### src/rtl/madd_eval_pkg.sv
// Shared types and width helpers for the madd error-evaluation harness.
package madd_eval_pkg;

    typedef enum logic [1:0] {
        IDLE  = 2'd0,
        RUN   = 2'd1,
        DRAIN = 2'd2,
        DONE  = 2'd3
    } state_e;

    localparam int unsigned DEF_W     = 6;
    localparam int unsigned DEF_OUT_W = 12;

    // Mismatch counter must hold N = 2^(3W) itself.
    function automatic int unsigned cnt_width(input int unsigned w);
        return 3 * w + 1;
    endfunction

    // Sum of N errors, each at most 2^OUT_W - 1.
    function automatic int unsigned sum_width(input int unsigned w, input int unsigned out_w);
        return out_w + 3 * w;
    endfunction

endpackage

### src/rtl/madd_exact_ref.sv
// Combinational exact multiply-add reference: y = a*b + c truncated to OUT_W bits.
module madd_exact_ref #(
    parameter int unsigned W     = 6,
    parameter int unsigned OUT_W = 12
) (
    input  logic [W-1:0]     a,
    input  logic [W-1:0]     b,
    input  logic [W-1:0]     c,
    output logic [OUT_W-1:0] y
);

    // OUT_W >= 2W, so arithmetic at OUT_W bits equals the full-width result truncated.
    always_comb begin
        y = OUT_W'(a) * OUT_W'(b) + OUT_W'(c);
    end

endmodule

### src/rtl/madd_err_sweep_ctrl.sv
// Exhaustive operand sweep of an external multiply-add unit with a two-stage
// compare/accumulate pipeline producing mismatch count, max and sum of abs error.
module madd_err_sweep_ctrl
    import madd_eval_pkg::*;
#(
    parameter int unsigned W     = DEF_W,
    parameter int unsigned OUT_W = DEF_OUT_W
) (
    input  logic                             clk,
    input  logic                             rst_n,
    input  logic                             start,
    input  logic                             abort,
    output logic [W-1:0]                     op_a,
    output logic [W-1:0]                     op_b,
    output logic [W-1:0]                     op_c,
    input  logic [OUT_W-1:0]                 dut_result,
    output logic                             busy,
    output logic                             done,
    output logic [cnt_width(W)-1:0]          err_count,
    output logic [OUT_W-1:0]                 err_max,
    output logic [sum_width(W, OUT_W)-1:0]   err_sum
);

    localparam int unsigned IDX_W = 3 * W;
    localparam int unsigned CNT_W = cnt_width(W);
    localparam int unsigned SUM_W = sum_width(W, OUT_W);
    localparam logic [IDX_W-1:0] IDX_LAST = '1;

    state_e             state_q, state_d;
    logic [IDX_W-1:0]   idx_q, idx_d;
    logic               drain_q, drain_d;
    logic               s1_valid_q, s1_valid_d;
    logic [OUT_W-1:0]   s1_res_q, s1_res_d;
    logic [OUT_W-1:0]   s1_exact_q, s1_exact_d;
    logic [OUT_W-1:0]   s1_abs_q, s1_abs_d;
    logic [CNT_W-1:0]   cnt_q, cnt_d;
    logic [OUT_W-1:0]   max_q, max_d;
    logic [SUM_W-1:0]   sum_q, sum_d;
    logic [OUT_W-1:0]   exact;

    assign op_a = idx_q[3*W-1:2*W];
    assign op_b = idx_q[2*W-1:W];
    assign op_c = idx_q[W-1:0];

    madd_exact_ref #(
        .W     (W),
        .OUT_W (OUT_W)
    ) u_exact_ref (
        .a (op_a),
        .b (op_b),
        .c (op_c),
        .y (exact)
    );

    always_comb begin
        state_d    = state_q;
        idx_d      = idx_q;
        drain_d    = drain_q;
        s1_valid_d = 1'b0;
        s1_res_d   = dut_result;
        s1_exact_d = exact;
        s1_abs_d   = (exact > dut_result) ? (exact - dut_result) : (dut_result - exact);
        cnt_d      = cnt_q;
        max_d      = max_q;
        sum_d      = sum_q;

        if (s1_valid_q) begin
            if (s1_res_q != s1_exact_q) begin
                cnt_d = cnt_q + CNT_W'(1);
            end
            if (s1_abs_q > max_q) begin
                max_d = s1_abs_q;
            end
            sum_d = sum_q + SUM_W'(s1_abs_q);
        end

        // Abort and start both override the stage-2 update computed above.
        case (state_q)
            IDLE, DONE: begin
                if (start) begin
                    state_d = RUN;
                    idx_d   = '0;
                    drain_d = 1'b0;
                    cnt_d   = '0;
                    max_d   = '0;
                    sum_d   = '0;
                end
            end
            RUN: begin
                if (abort) begin
                    state_d = IDLE;
                    cnt_d   = cnt_q;
                    max_d   = max_q;
                    sum_d   = sum_q;
                end else begin
                    s1_valid_d = 1'b1;
                    if (idx_q == IDX_LAST) begin
                        state_d = DRAIN;
                        drain_d = 1'b0;
                    end else begin
                        idx_d = idx_q + IDX_W'(1);
                    end
                end
            end
            DRAIN: begin
                if (abort) begin
                    state_d = IDLE;
                    cnt_d   = cnt_q;
                    max_d   = max_q;
                    sum_d   = sum_q;
                end else if (drain_q) begin
                    state_d = DONE;
                end else begin
                    drain_d = 1'b1;
                end
            end
            default: state_d = IDLE;
        endcase
    end

    always_ff @(posedge clk) begin
        if (!rst_n) begin
            state_q    <= IDLE;
            idx_q      <= '0;
            drain_q    <= 1'b0;
            s1_valid_q <= 1'b0;
            s1_res_q   <= '0;
            s1_exact_q <= '0;
            s1_abs_q   <= '0;
            cnt_q      <= '0;
            max_q      <= '0;
            sum_q      <= '0;
        end else begin
            state_q    <= state_d;
            idx_q      <= idx_d;
            drain_q    <= drain_d;
            s1_valid_q <= s1_valid_d;
            s1_res_q   <= s1_res_d;
            s1_exact_q <= s1_exact_d;
            s1_abs_q   <= s1_abs_d;
            cnt_q      <= cnt_d;
            max_q      <= max_d;
            sum_q      <= sum_d;
        end
    end

    assign busy      = (state_q == RUN) || (state_q == DRAIN);
    assign done      = (state_q == DONE);
    assign err_count = cnt_q;
    assign err_max   = max_q;
    assign err_sum   = sum_q;

endmodule
### config.mk
export PLATFORM = sky130hd
export DESIGN_NAME = madd_err_sweep_ctrl
export DESIGN_NICKNAME = d
export VERILOG_FILES = /design/src/rtl/madd_eval_pkg.sv /design/src/rtl/madd_exact_ref.sv /design/src/rtl/madd_err_sweep_ctrl.sv
export SDC_FILE = /design/constraint.sdc
export NUM_CORES = 1
export LEC_CHECK = 0
export BUFFER_PORTS_ARGS = -buffer_cell sky130_fd_sc_hd__buf_2
export CAP_MARGIN = 20
export CORE_ASPECT_RATIO = 0.7
export CORE_MARGIN = 4
export CORE_UTILIZATION = 50
export CTS_CLUSTER_SIZE = 10
export DETAILED_ROUTE_END_ITERATION = 10
export PLACE_DENSITY = 0.7
export SLEW_MARGIN = 15
export SYNTH_ARGS = -nofsm -noshare
export SYNTH_HDL_FRONTEND = slang
export SYNTH_HIERARCHICAL = 1
export SYNTH_SLANG_ARGS = --single-unit
### constraint.sdc
create_clock -name clk -period 7.85 [get_ports clk]
set_input_delay 1.57 -clock clk [delete_from_list [all_inputs] [get_ports clk]]
set_output_delay 1.57 -clock clk [all_outputs]
set_load 0.05 [all_outputs]
==> results by group, run 1 <==
Layout
  – Commonest non-fill, non-tap cells in the layout: dfxtp_1, nor2_1, buf_2
  – Ant. Diodes: 0
  – Fraction of final layout cells sized beyond drive strength 1: 0.138
  – Most common library cell in the layout ignoring fill and taps: dfxtp_1
  – Combined area of the multi-input logic cells: 5400 um^2
  – P&R area growth vs syn: 15.2%
  – Filler Cell Count: between 1000 and 1500
  – Number of nets in the layout: between 1000 and 1500
  – Fraction of the core area covered by cells at the end of the flow: 0.599
  – Storage element area: 2380 um^2

Synthesis
  – Async S/R FF share, synth: 0
  – Warning count from the yosys run: 6
  – Number of instances in the synthesized netlist: 978
  – Netlist area before placement: 8210 um^2
  – Number of synthesized register bits: 119
  – Number of enable flip-flop cells after synthesis: 0
  – Top flip-flop cell by instance count after synthesis: dfxtp_1
  – Post-Syn Area per Cell: 8.40 um^2
  – Post-synthesis net count: 1099
  – Share of the yosys chip area belonging to registers: 0.290
  – Distinct cell type count of the synthesized netlist: 67

Die
  – Die outline area: around 19000 um^2
  – Row count: 38
  – Die width: 161 um
  – Die Span Y: 115 um
  – Io pins: 97
  – Starting utilization of the core area: 0.520
  – Area of the core region: 15800 um^2

Timing
  – Layout Skew: 0.0105 ns
  – Slew of the pin with the lowest slew margin: around 1.1 ns
  – Fmax: 156 MHz
  – Final worst slack: approximately 1.4 ns
  – Post-layout minimum cycle time: between 6 and 7 ns
  – Slew Viols, Final: 0
  – Share of the clock period used by the worst path: 0.817
  – Post-Route Setup TNS: 0 ns
  – Relative max-transition margin: 0.290
  – Final setup fails: 0
  – Unrepaired setup endpoints after global routing: no
  – Hold Vio Cnt, Final: 0

Clock tree
  – Number of clock sinks seen by CTS: 119
  – CTS tree: built
  – Root Buffer Master: clkbuf_16
  – Clk Latency, worst-skew pair: 0.42 ns
  – Clock buffers created by TritonCTS: 17
  – Post-cts resize count: 0
  – Hold buffer count at CTS: 0
  – Clock-pin slew on the worst setup and hold paths: 0.05 ns
  – Maximum level of the CTS H-tree: 4
  – Longest Clk Path Bufs: 2
  – Post-CTS setup-driven buffer insertion count: 0

Pwr
  – Clk pwr share: 0.487
  – Total internal power: 1.20 mW
  – Flop pwr share: 0.385
  – Net switching power figure: 0.458 mW
  – Largest vdd supply drop: 128 uV
  – Leakage power: about 4.3 nW
  – Sw frac: 0.275
  – Ratio of total power to cell area: between 150 and 200 nW/um^2
  – Fraction of power consumed by combinational cells: 0.128

Status
  – Outcome: completed

Worst setup path
  – Top cell by count, worst path: fa_1
  – Kind of start point of the critical path: register
  – Largest fanout of any net on the critical path: 12
  – Signal arrival time at the worst endpoint: 6.75 ns
  – Standard cell with the maximum stage delay on the critical path: or4_1
  – Buffers and inverters on the worst path: 2
  – Kind of cell with the highest combined delay on the critical path: adder cells
  – WP data required: 8.18 ns
  – CP Class: reg -> reg
  – Max stage delay on crit path: 0.60 ns
  – Critical Path, Cell by Cell: nand2_1, fa_1, fa_1, fa_1, inv_1, fa_1, ha_1, and3_4, a2111oi_4, a21oi_2, xor2_1, ha_1, nand4_1, or4_1, o21ai_1, buf_4, mux2i_1, mux2i_1
  – Capturing element type of the critical path: register

Global routing
  – Maximum number of pins on one net before global-route repair: 38
  – Vias in the first global route: 6921
  – Number of antenna violations at the first check in global routing: 0
  – Global-route wire length before repair: 34900 um
  – Global route total overflow: 0
  – Overall Global Routing Usage: 0.229

Route
  – 1st-pass router iterations: 5
  – Via Count: roughly 7300
  – Mean number of vias per cell: between 5 and 6
  – Routed WL per cell: approximately 16 um
  – Iter 0 DRT Violations: 661
  – Antenna viol nets, final: 0
  – Post-route DRC violation count: 0
  – Post-Route WL: 20900 um

Placement
  – Worst slack after detailed placement: 1.50 ns
  – DP HPWL: ~16000 um
  – Placer's final routability congestion estimate: 0.880
  – Number of port buffers: 96

Hold path
  – Path category of the worst min-delay check: reg -> reg

Run
  – Number of max-capacitance violations reported: 0
power groups by stage:
stage                     combinational, mW  clock, mW  sequential [mW]
after floorplan                       0.145          0            0.659
after global placement                0.207          0            0.653
after detailed placement              0.209          0            0.652
after CTS                             0.211      0.821            0.639
after global routing                  0.238      0.852            0.641
final                                 0.213      0.809            0.640
metrics by stage:
step | instances | area [um^2] | power (mW) | hold WS, ns
after floorplan | 978 | 8210 | 0.804 | 0.465
after global placement | 1264 | 8850 | 0.860 | 0.466
after detailed placement | 1265 | 8860 | 0.861 | 0.474
after CTS | 1296 | 9460 | 1.67 | 0.483
after global routing | 1296 | 9460 | 1.73 | 0.535
final | 1296 | 9460 | 1.66 | 0.480
metal layers:
metal	track usage	wire (um)	share of wire	vias to the layer above
li1	-	-	-	3628
met1	0.342	10600	0.51	3418
met2	0.340	8750	0.42	232
met3	0.0516	1370	0.066	21
met4	0.0489	189	0.0091	0
met5	0	0	0	-
Yosys cell counts, types with 16 or more instances:
master,number,area [um^2]
nand2b_1,17,106
xnor2_1,35,307
clkbuf_1,22,82.6
a21oi_1,52,260
nor2_1,112,420
dfxtp_1,119,2380
xor2_1,22,193
inv_1,77,289
fa_1,23,460
nand2_1,74,278
nand3_1,33,165
nor3_1,16,80.1
and2_1,20,125
ha_1,82,1030
o21ai_0,24,120
mux2i_1,19,190
nand4_1,22,138
cell families (layout without fill, tap and decap cells):
| kind of cell | count (synthesis) | in the layout | synth area share |
|---|---|---|---|
| AOI/OAI and AO/OA | 203 | 203 | 0.170 |
| adders and majority gates | 105 | 105 | 0.181 |
| and+or+nand+nor | 364 | 364 | 0.222 |
| xor gates and xnor gates | 57 | 57 | 0.0608 |
| muxes | 20 | 20 | 0.0245 |
| DFF | 119 | 119 | 0.290 |
| buffers and inverters | 110 | 208 | 0.0521 |
worst reg2reg max path: cells and delay by family (launching register included):
family	cells	cell delay (ns)
AO/OA/AOI/OAI	3	0.80
XOR/XNOR	1	0.18
flip-flops	1	0.57
adder cells (fa/ha/maj)	6	2.85
multiplexers	2	0.50
buffers and inverters	2	0.33
AND/OR/NAND/NOR	4	1.12
final timing paths:
check	start	endpoint	slack, ns	cells past startpoint
worst max register to register	idx_q[8]	s1_abs_q[2]	1.44	18
worst max-delay path	idx_q[8]	s1_abs_q[2]	1.44	18
worst min register to register	err_sum[29]	err_sum[29]	0.48	2
worst min-delay path	err_sum[29]	err_sum[29]	0.48	2
layout make-up:
class	instances	share of cell area
Timing Repair Buffer	99	0.0532
Tap cell	220	0.0291
Clock buffer	20	0.0483
Sequential cell	119	0.252
Multi-Input combinational cell	749	0.571
Inverter	78	0.0309
Clock inverter	11	0.0156
registers in the layout, indices dropped and copies added (netlist names):
name	flops
err_count	19
s1_res_q	12
drain_q	1
err_sum	30
err_max	12
idx_q	18
state_q	2
s1_abs_q	12
s1_valid_q	1
s1_exact_q	12
Note: power is estimated with default switching activity, not from simulation.
==> run 2: changes to the inputs <==
- clock period: 7.85 -> 6.69 ns (I/O delays scaled with it)
==> results by group, run 2 (same netlist as run 1, synthesis figures left out) <==
Clock tree
  – Hold buffer count at CTS: 0
  – Number of clock sinks seen by CTS: around 120
  – Clock buffers created by TritonCTS: 17
  – Clock-pin slew on the worst setup and hold paths: about 0.060 ns
  – Longest Clk Path Bufs: 2
  – Root Buffer Master: clkbuf_16
  – Maximum level of the CTS H-tree: 4
  – Post-cts resize count: 0
  – Clk Latency, worst-skew pair: about 0.43 ns
  – Post-CTS setup-driven buffer insertion count: 0
  – CTS tree: built

Placement
  – Placer's final routability congestion estimate: 0.879
  – DP HPWL: 15500 um
  – Number of port buffers: 96

Route
  – Mean number of vias per cell: 5.61
  – 1st-pass router iterations: 5
  – Post-route DRC violation count: 0
  – Antenna viol nets, final: 0
  – Post-Route WL: 20900 um
  – Routed WL per cell: 16.1 um
  – Via Count: 7299
  – Iter 0 DRT Violations: between 600 and 700

Worst setup path
  – Kind of cell with the highest combined delay on the critical path: adder cells
  – Critical Path, Cell by Cell: nand2_1, fa_1, fa_1, fa_1, inv_1, fa_1, ha_1, and3_4, a2111oi_4, a21oi_2, xor2_1, ha_1, nand4_1, or4_1, o21ai_1, buf_4, mux2i_1, mux2i_1
  – Largest fanout of any net on the critical path: 10
  – CP Class: reg -> reg
  – Capturing element type of the critical path: register
  – Max stage delay on crit path: 0.60 ns
  – Signal arrival time at the worst endpoint: around 6.6 ns
  – Kind of start point of the critical path: register
  – Top cell by count, worst path: fa_1
  – Buffers and inverters on the worst path: 2
  – WP data required: 7.04 ns
  – Standard cell with the maximum stage delay on the critical path: or4_1

Timing
  – Unrepaired setup endpoints after global routing: no
  – Post-Route Setup TNS: 0 ns
  – Share of the clock period used by the worst path: 0.936
  – Fmax: around 160 MHz
  – Slew of the pin with the lowest slew margin: 1.03 ns
  – Worst slack on hold paths: 0.483 ns
  – Relative max-transition margin: 0.310
  – Final setup fails: 0
  – Slew Viols, Final: 0
  – Hold Vio Cnt, Final: 0
  – Layout Skew: 0.0132 ns
  – Post-layout minimum cycle time: around 6.3 ns

Hold path
  – Path category of the worst min-delay check: reg -> reg

Die
  – Starting utilization of the core area: 0.520
  – Die width: between 150 and 200 um
  – Io pins: 97
  – Die outline area: roughly 19000 um^2
  – Die Span Y: 115 um
  – Row count: 38
  – Area of the core region: 15800 um^2

Pwr
  – Clk pwr share: 0.462
  – Fraction of power consumed by combinational cells: 0.135
  – Flop pwr share: 0.403
  – Total internal power: 1.30 mW
  – Largest vdd supply drop: 157 uV
  – Ratio of total power to cell area: 198 nW/um^2
  – Sw frac: 0.302
  – Leakage power: between 4 and 5 nW
  – Net switching power figure: 0.564 mW

Layout
  – Number of nets in the layout: approximately 1200
  – Fraction of final layout cells sized beyond drive strength 1: 0.142
  – Ant. Diodes: 0
  – Max FFs per register: 30
  – Most common library cell in the layout ignoring fill and taps: dfxtp_1
  – Commonest non-fill, non-tap cells in the layout: dfxtp_1, nor2_1, buf_2
  – P&R area growth vs syn: 14.9%

Global routing
  – Global-route wire length before repair: between 30000 and 40000 um
  – Maximum number of pins on one net before global-route repair: 38
  – Number of antenna violations at the first check in global routing: 0
  – Global route total overflow: 0
  – Vias in the first global route: just under 7000
  – Overall Global Routing Usage: 0.227

Run
  – Number of max-capacitance violations reported: 0

Status
  – Outcome: completed
-- run 2: through the flow --
step	util	setup WS [ns]	instance area [um^2]	cells	power (mW)
after floorplan	-	0.672	8210	978	0.943
after global routing	0.598	0.0457	9440	1300	1.95
after CTS	0.597	0.443	9420	1299	1.88
after global placement	0.562	0.599	8870	1267	1.01
final	0.598	0.425	9440	1300	1.86
after detailed placement	0.562	0.480	8870	1267	1.01
-- run 2: worst paths after layout --
check                   start          end  slack, ns  cells after the start
hold reg to reg   err_sum[29]  err_sum[29]       0.48                      2
setup / recovery    idx_q[10]  s1_abs_q[2]       0.43                     18
hold / removal    err_sum[29]  err_sum[29]       0.48                      2
setup reg to reg    idx_q[10]  s1_abs_q[2]       0.43                     18
-- run 2: area by class of cell --
cell class	instances	area, um^2
fillers	1445	6350
multi-input cells	749	5400
clock inverters	14	114
flip-flops and latches	119	2380
repair buffers	102	533
inverters	78	293
clock buffers	18	439
well taps	220	275
-- run 2: power by group through the flow --
| stage | clock (mW) | sequential [mW] | combinational, mW |
|---|---|---|---|
| 2_1_floorplan | 0 | 0.773 | 0.170 |
| 3_3_place_gp | 0 | 0.766 | 0.242 |
| 3_5_place_dp | 0 | 0.766 | 0.245 |
| 4_1_cts | 0.877 | 0.750 | 0.248 |
| 5_1_grt | 0.916 | 0.753 | 0.281 |
| 6_report | 0.862 | 0.752 | 0.251 |
-- run 2: tightest hold or removal path, delay by kind of cell (launching register included) --
family / cells / cell delay (ns)
AOI/OAI and AO/OA: 2 / 0.12
DFF: 1 / 0.32
-- run 2: per-layer routing --
layer	routed length [um]	global-route usage	share of wire
met5	0	0	0
met2	8710	0.340	0.42
met4	224	0.0517	0.011
met1	10700	0.336	0.51
met3	1260	0.0520	0.060
==> run 3: changes to the inputs <==
- CORE_UTILIZATION: 50 -> 40
- PLACE_DENSITY: 0.7 -> unset
- SYNTH_HIERARCHICAL: 1 -> unset
==> results by group, run 3 <==
Global routing
  – Maximum number of pins on one net before global-route repair: 42
  – Vias in the first global route: 6180
  – Number of antenna violations at the first check in global routing: 0
  – Overall Global Routing Usage: 0.178
  – Global route total overflow: 0
  – Global-route wire length before repair: around 32000 um

Route
  – Met3 wire length: 1220 um
  – Uppermost routed layer: met4
  – Antenna viol nets, final: 0
  – Via Count: approximately 6700
  – Routed WL per cell: 15.2 um
  – Total routed wire length on the met1 layer: 10300 um
  – 1st-pass router iterations: 5
  – Post-route DRC violation count: 0
  – Iter 0 DRT Violations: ~530
  – Post-Route WL: about 20000 um
  – Length of routed met2 wiring: just over 8000 um
  – Mean number of vias per cell: 5.14

Timing
  – Slew Viols, Final: 0
  – Slew of the pin with the lowest slew margin: 0.883 ns
  – Post-Route Setup TNS: 0 ns
  – Relative max-transition margin: 0.410
  – Post-layout minimum cycle time: 6.24 ns
  – Unrepaired setup endpoints after global routing: no
  – Final worst slack: 0.453 ns
  – Hold Vio Cnt, Final: 0
  – Share of the clock period used by the worst path: 0.932
  – Fmax: 160 MHz
  – Layout Skew: 0.0118 ns
  – Final setup fails: 0

Worst setup path
  – Capturing element type of the critical path: register
  – CP Class: reg -> reg
  – Max stage delay on crit path: roughly 0.55 ns
  – WP data required: 6.98 ns
  – Kind of start point of the critical path: register
  – Buffers and inverters on the worst path: 5
  – Largest fanout of any net on the critical path: 10
  – Top cell by count, worst path: fa_1
  – Reg2Reg Setup Slack: 0.45 ns
  – Signal arrival time at the worst endpoint: 6.53 ns
  – Critical Path, Cell by Cell: nand2_2, fa_1, fa_1, inv_1, fa_1, inv_1, fa_1, inv_1, ha_1, nor4_1, o21ai_0, a41o_1, a21oi_1, xnor2_1, ha_1, nand4_1, o21ai_2, o31ai_4, buf_4, buf_4, a2111oi_2, or3_1, a21oi_1
  – Length in cells of the worst reg-to-reg path: 23
  – Beginning of the worst register-to-register path: idx_q[12]
  – Standard cell with the maximum stage delay on the critical path: fa_1
  – End of the worst register-to-register path: s1_abs_q[11]
  – Kind of cell with the highest combined delay on the critical path: adder cells

Synthesis
  – Post-Syn Area per Cell: 8.63 um^2
  – Most used standard cell by instance count after synthesis: dfxtp_1
  – Number of instances in the synthesized netlist: about 920
  – Warning count from the yosys run: 0
  – Top flip-flop cell by instance count after synthesis: dfxtp_1
  – Post-synthesis net count: 1044
  – Distinct cell type count of the synthesized netlist: 75
  – Number of enable flip-flop cells after synthesis: 0
  – Most numerous cell types in the synthesized netlist: dfxtp_1, nor2_1, inv_1
  – Netlist area before placement: 7970 um^2
  – Ranking of synthesized cells by area: dfxtp_1, ha_1, fa_1, nor2_1, xnor2_1
  – Async S/R FF share, synth: 0
  – Share of the yosys chip area belonging to registers: 0.299
  – Biggest area consumer among synthesized cells: dfxtp_1
  – Share of the synthesized area in the top cell type: 0.299
  – Number of synthesized register bits: between 100 and 150

Clock tree
  – Root Buffer Master: clkbuf_16
  – Clock-pin slew on the worst setup and hold paths: 0.07 ns
  – Post-cts resize count: 0
  – Number of clock sinks seen by CTS: 119
  – Hold buffer count at CTS: 0
  – Maximum level of the CTS H-tree: 4
  – Longest Clk Path Bufs: 2
  – Clock buffers created by TritonCTS: 17
  – Clk Latency, worst-skew pair: between 0.4 and 0.5 ns
  – CTS tree: built
  – Post-CTS setup-driven buffer insertion count: 0

Hold path
  – Source of the worst hold timing path: err_sum[0]
  – Hold path depth: 2
  – Path category of the worst min-delay check: reg -> reg
  – Hold-critical path endpoint: err_sum[0]

Die
  – Starting utilization of the core area: 0.414
  – Io pins: 97
  – Area of the core region: between 15000 and 20000 um^2
  – Die width: 177 um
  – Die Span Y: between 100 and 150 um
  – Row count: between 40 and 50
  – Die outline area: between 20000 and 25000 um^2

Pwr
  – Sw frac: 0.272
  – Largest vdd supply drop: 159 uV
  – Leakage power: 4.37 nW
  – Net switching power figure: 0.529 mW
  – Fraction of power consumed by combinational cells: 0.118
  – Clk pwr share: 0.500
  – Flop pwr share: 0.383
  – Total internal power: roughly 1.4 mW
  – Ratio of total power to cell area: 208 nW/um^2

Layout
  – Ant. Diodes: 0
  – Number of cells in the finished layout apart from fillers: 1295
  – Most common library cell in the layout ignoring fill and taps: dfxtp_1
  – Fraction of final layout cells sized beyond drive strength 1: 0.167
  – Non-Filler Cell Area, Final: slightly above 9000 um^2
  – Storage element area: 2380 um^2
  – Fraction of the core area covered by cells at the end of the flow: 0.486
  – P&R area growth vs syn: 17.4%
  – Commonest non-fill, non-tap cells in the layout: dfxtp_1, nor2_1, buf_2
  – Filler Cell Count: ~1900
  – Combined area of the multi-input logic cells: about 5000 um^2
  – Max FFs per register: 30
  – Number of nets in the layout: 1139

Run
  – Number of max-capacitance violations reported: 0

Placement
  – Placed Instances: 1258
  – Worst slack after detailed placement: 0.374 ns
  – Post-detailed-placement cell area: 8690 um^2
  – Placer's final routability congestion estimate: 0.907
  – DP HPWL: roughly 15000 um
  – Number of port buffers: 96

Status
  – Outcome: completed
==> run 3: layout make-up <==
class                   count  area share
inverters                  86      0.0345
clock buffers              19      0.0484
well taps                 264      0.0353
flip-flops and latches    119       0.255
clock inverters            13      0.0181
multi-input cells         683       0.545
repair buffers            111      0.0634
==> run 3: metrics by stage <==
stage	total power, mW	hold WS (ns)
6_report	1.94	0.470
3_5_place_dp	0.986	0.466
5_1_grt	2.02	0.507
3_3_place_gp	0.985	0.470
2_1_floorplan	0.924	0.468
4_1_cts	1.96	0.474
==> run 3: worst reg2reg max path: cells and delay by family, from the launching register on <==
kind            cells  cell delay (ns)
flops               1             0.48
simple gates        4             0.90
xor+xnor            1             0.14
fa+ha+maj           6             2.79
buf+inv             5             0.42
compound gates      7             1.38
==> run 3: worst max-delay path by stage <==
stage | from | endpoint | cells after the start
floorplan | idx_q[11] | s1_abs_q[3] | 23
global placement | idx_q[12] | s1_abs_q[5] | 22
detailed placement | idx_q[12] | s1_abs_q[3] | 21
CTS | idx_q[12] | s1_abs_q[3] | 21
global route | idx_q[12] | s1_abs_q[11] | 23
finish | idx_q[12] | s1_abs_q[11] | 23
==> run 3: cells by family (layout without fill, tap and decap cells) <==
kind of cell	count (synthesis)	count (layout)	share of synthesized area
adder cells (fa/ha/maj)	105	105	0.187
XOR/XNOR	77	77	0.0846
AND/OR/NAND/NOR	325	325	0.210
multiplexers	13	13	0.0166
buffers and inverters	121	229	0.0608
flip-flops	119	119	0.299
AO/OA/AOI/OAI	163	163	0.142
==> run 3: power groups by stage <==
stage / combinational (mW) / sequential [mW] / clock [mW]
floorplan: 0.160 / 0.764 / 0
global placement: 0.226 / 0.759 / 0
detailed placement: 0.227 / 0.760 / 0
CTS: 0.227 / 0.744 / 0.992
global route: 0.258 / 0.746 / 1.02
finish: 0.229 / 0.744 / 0.971
==> run 3: layer usage <==
| layer | up-vias | global-route usage |
|---|---|---|
| li1 | 3339 | - |
| met5 | - | 0 |
| met2 | 172 | 0.252 |
| met1 | 3129 | 0.276 |
| met4 | 0 | 0.0450 |
| met3 | 13 | 0.0342 |
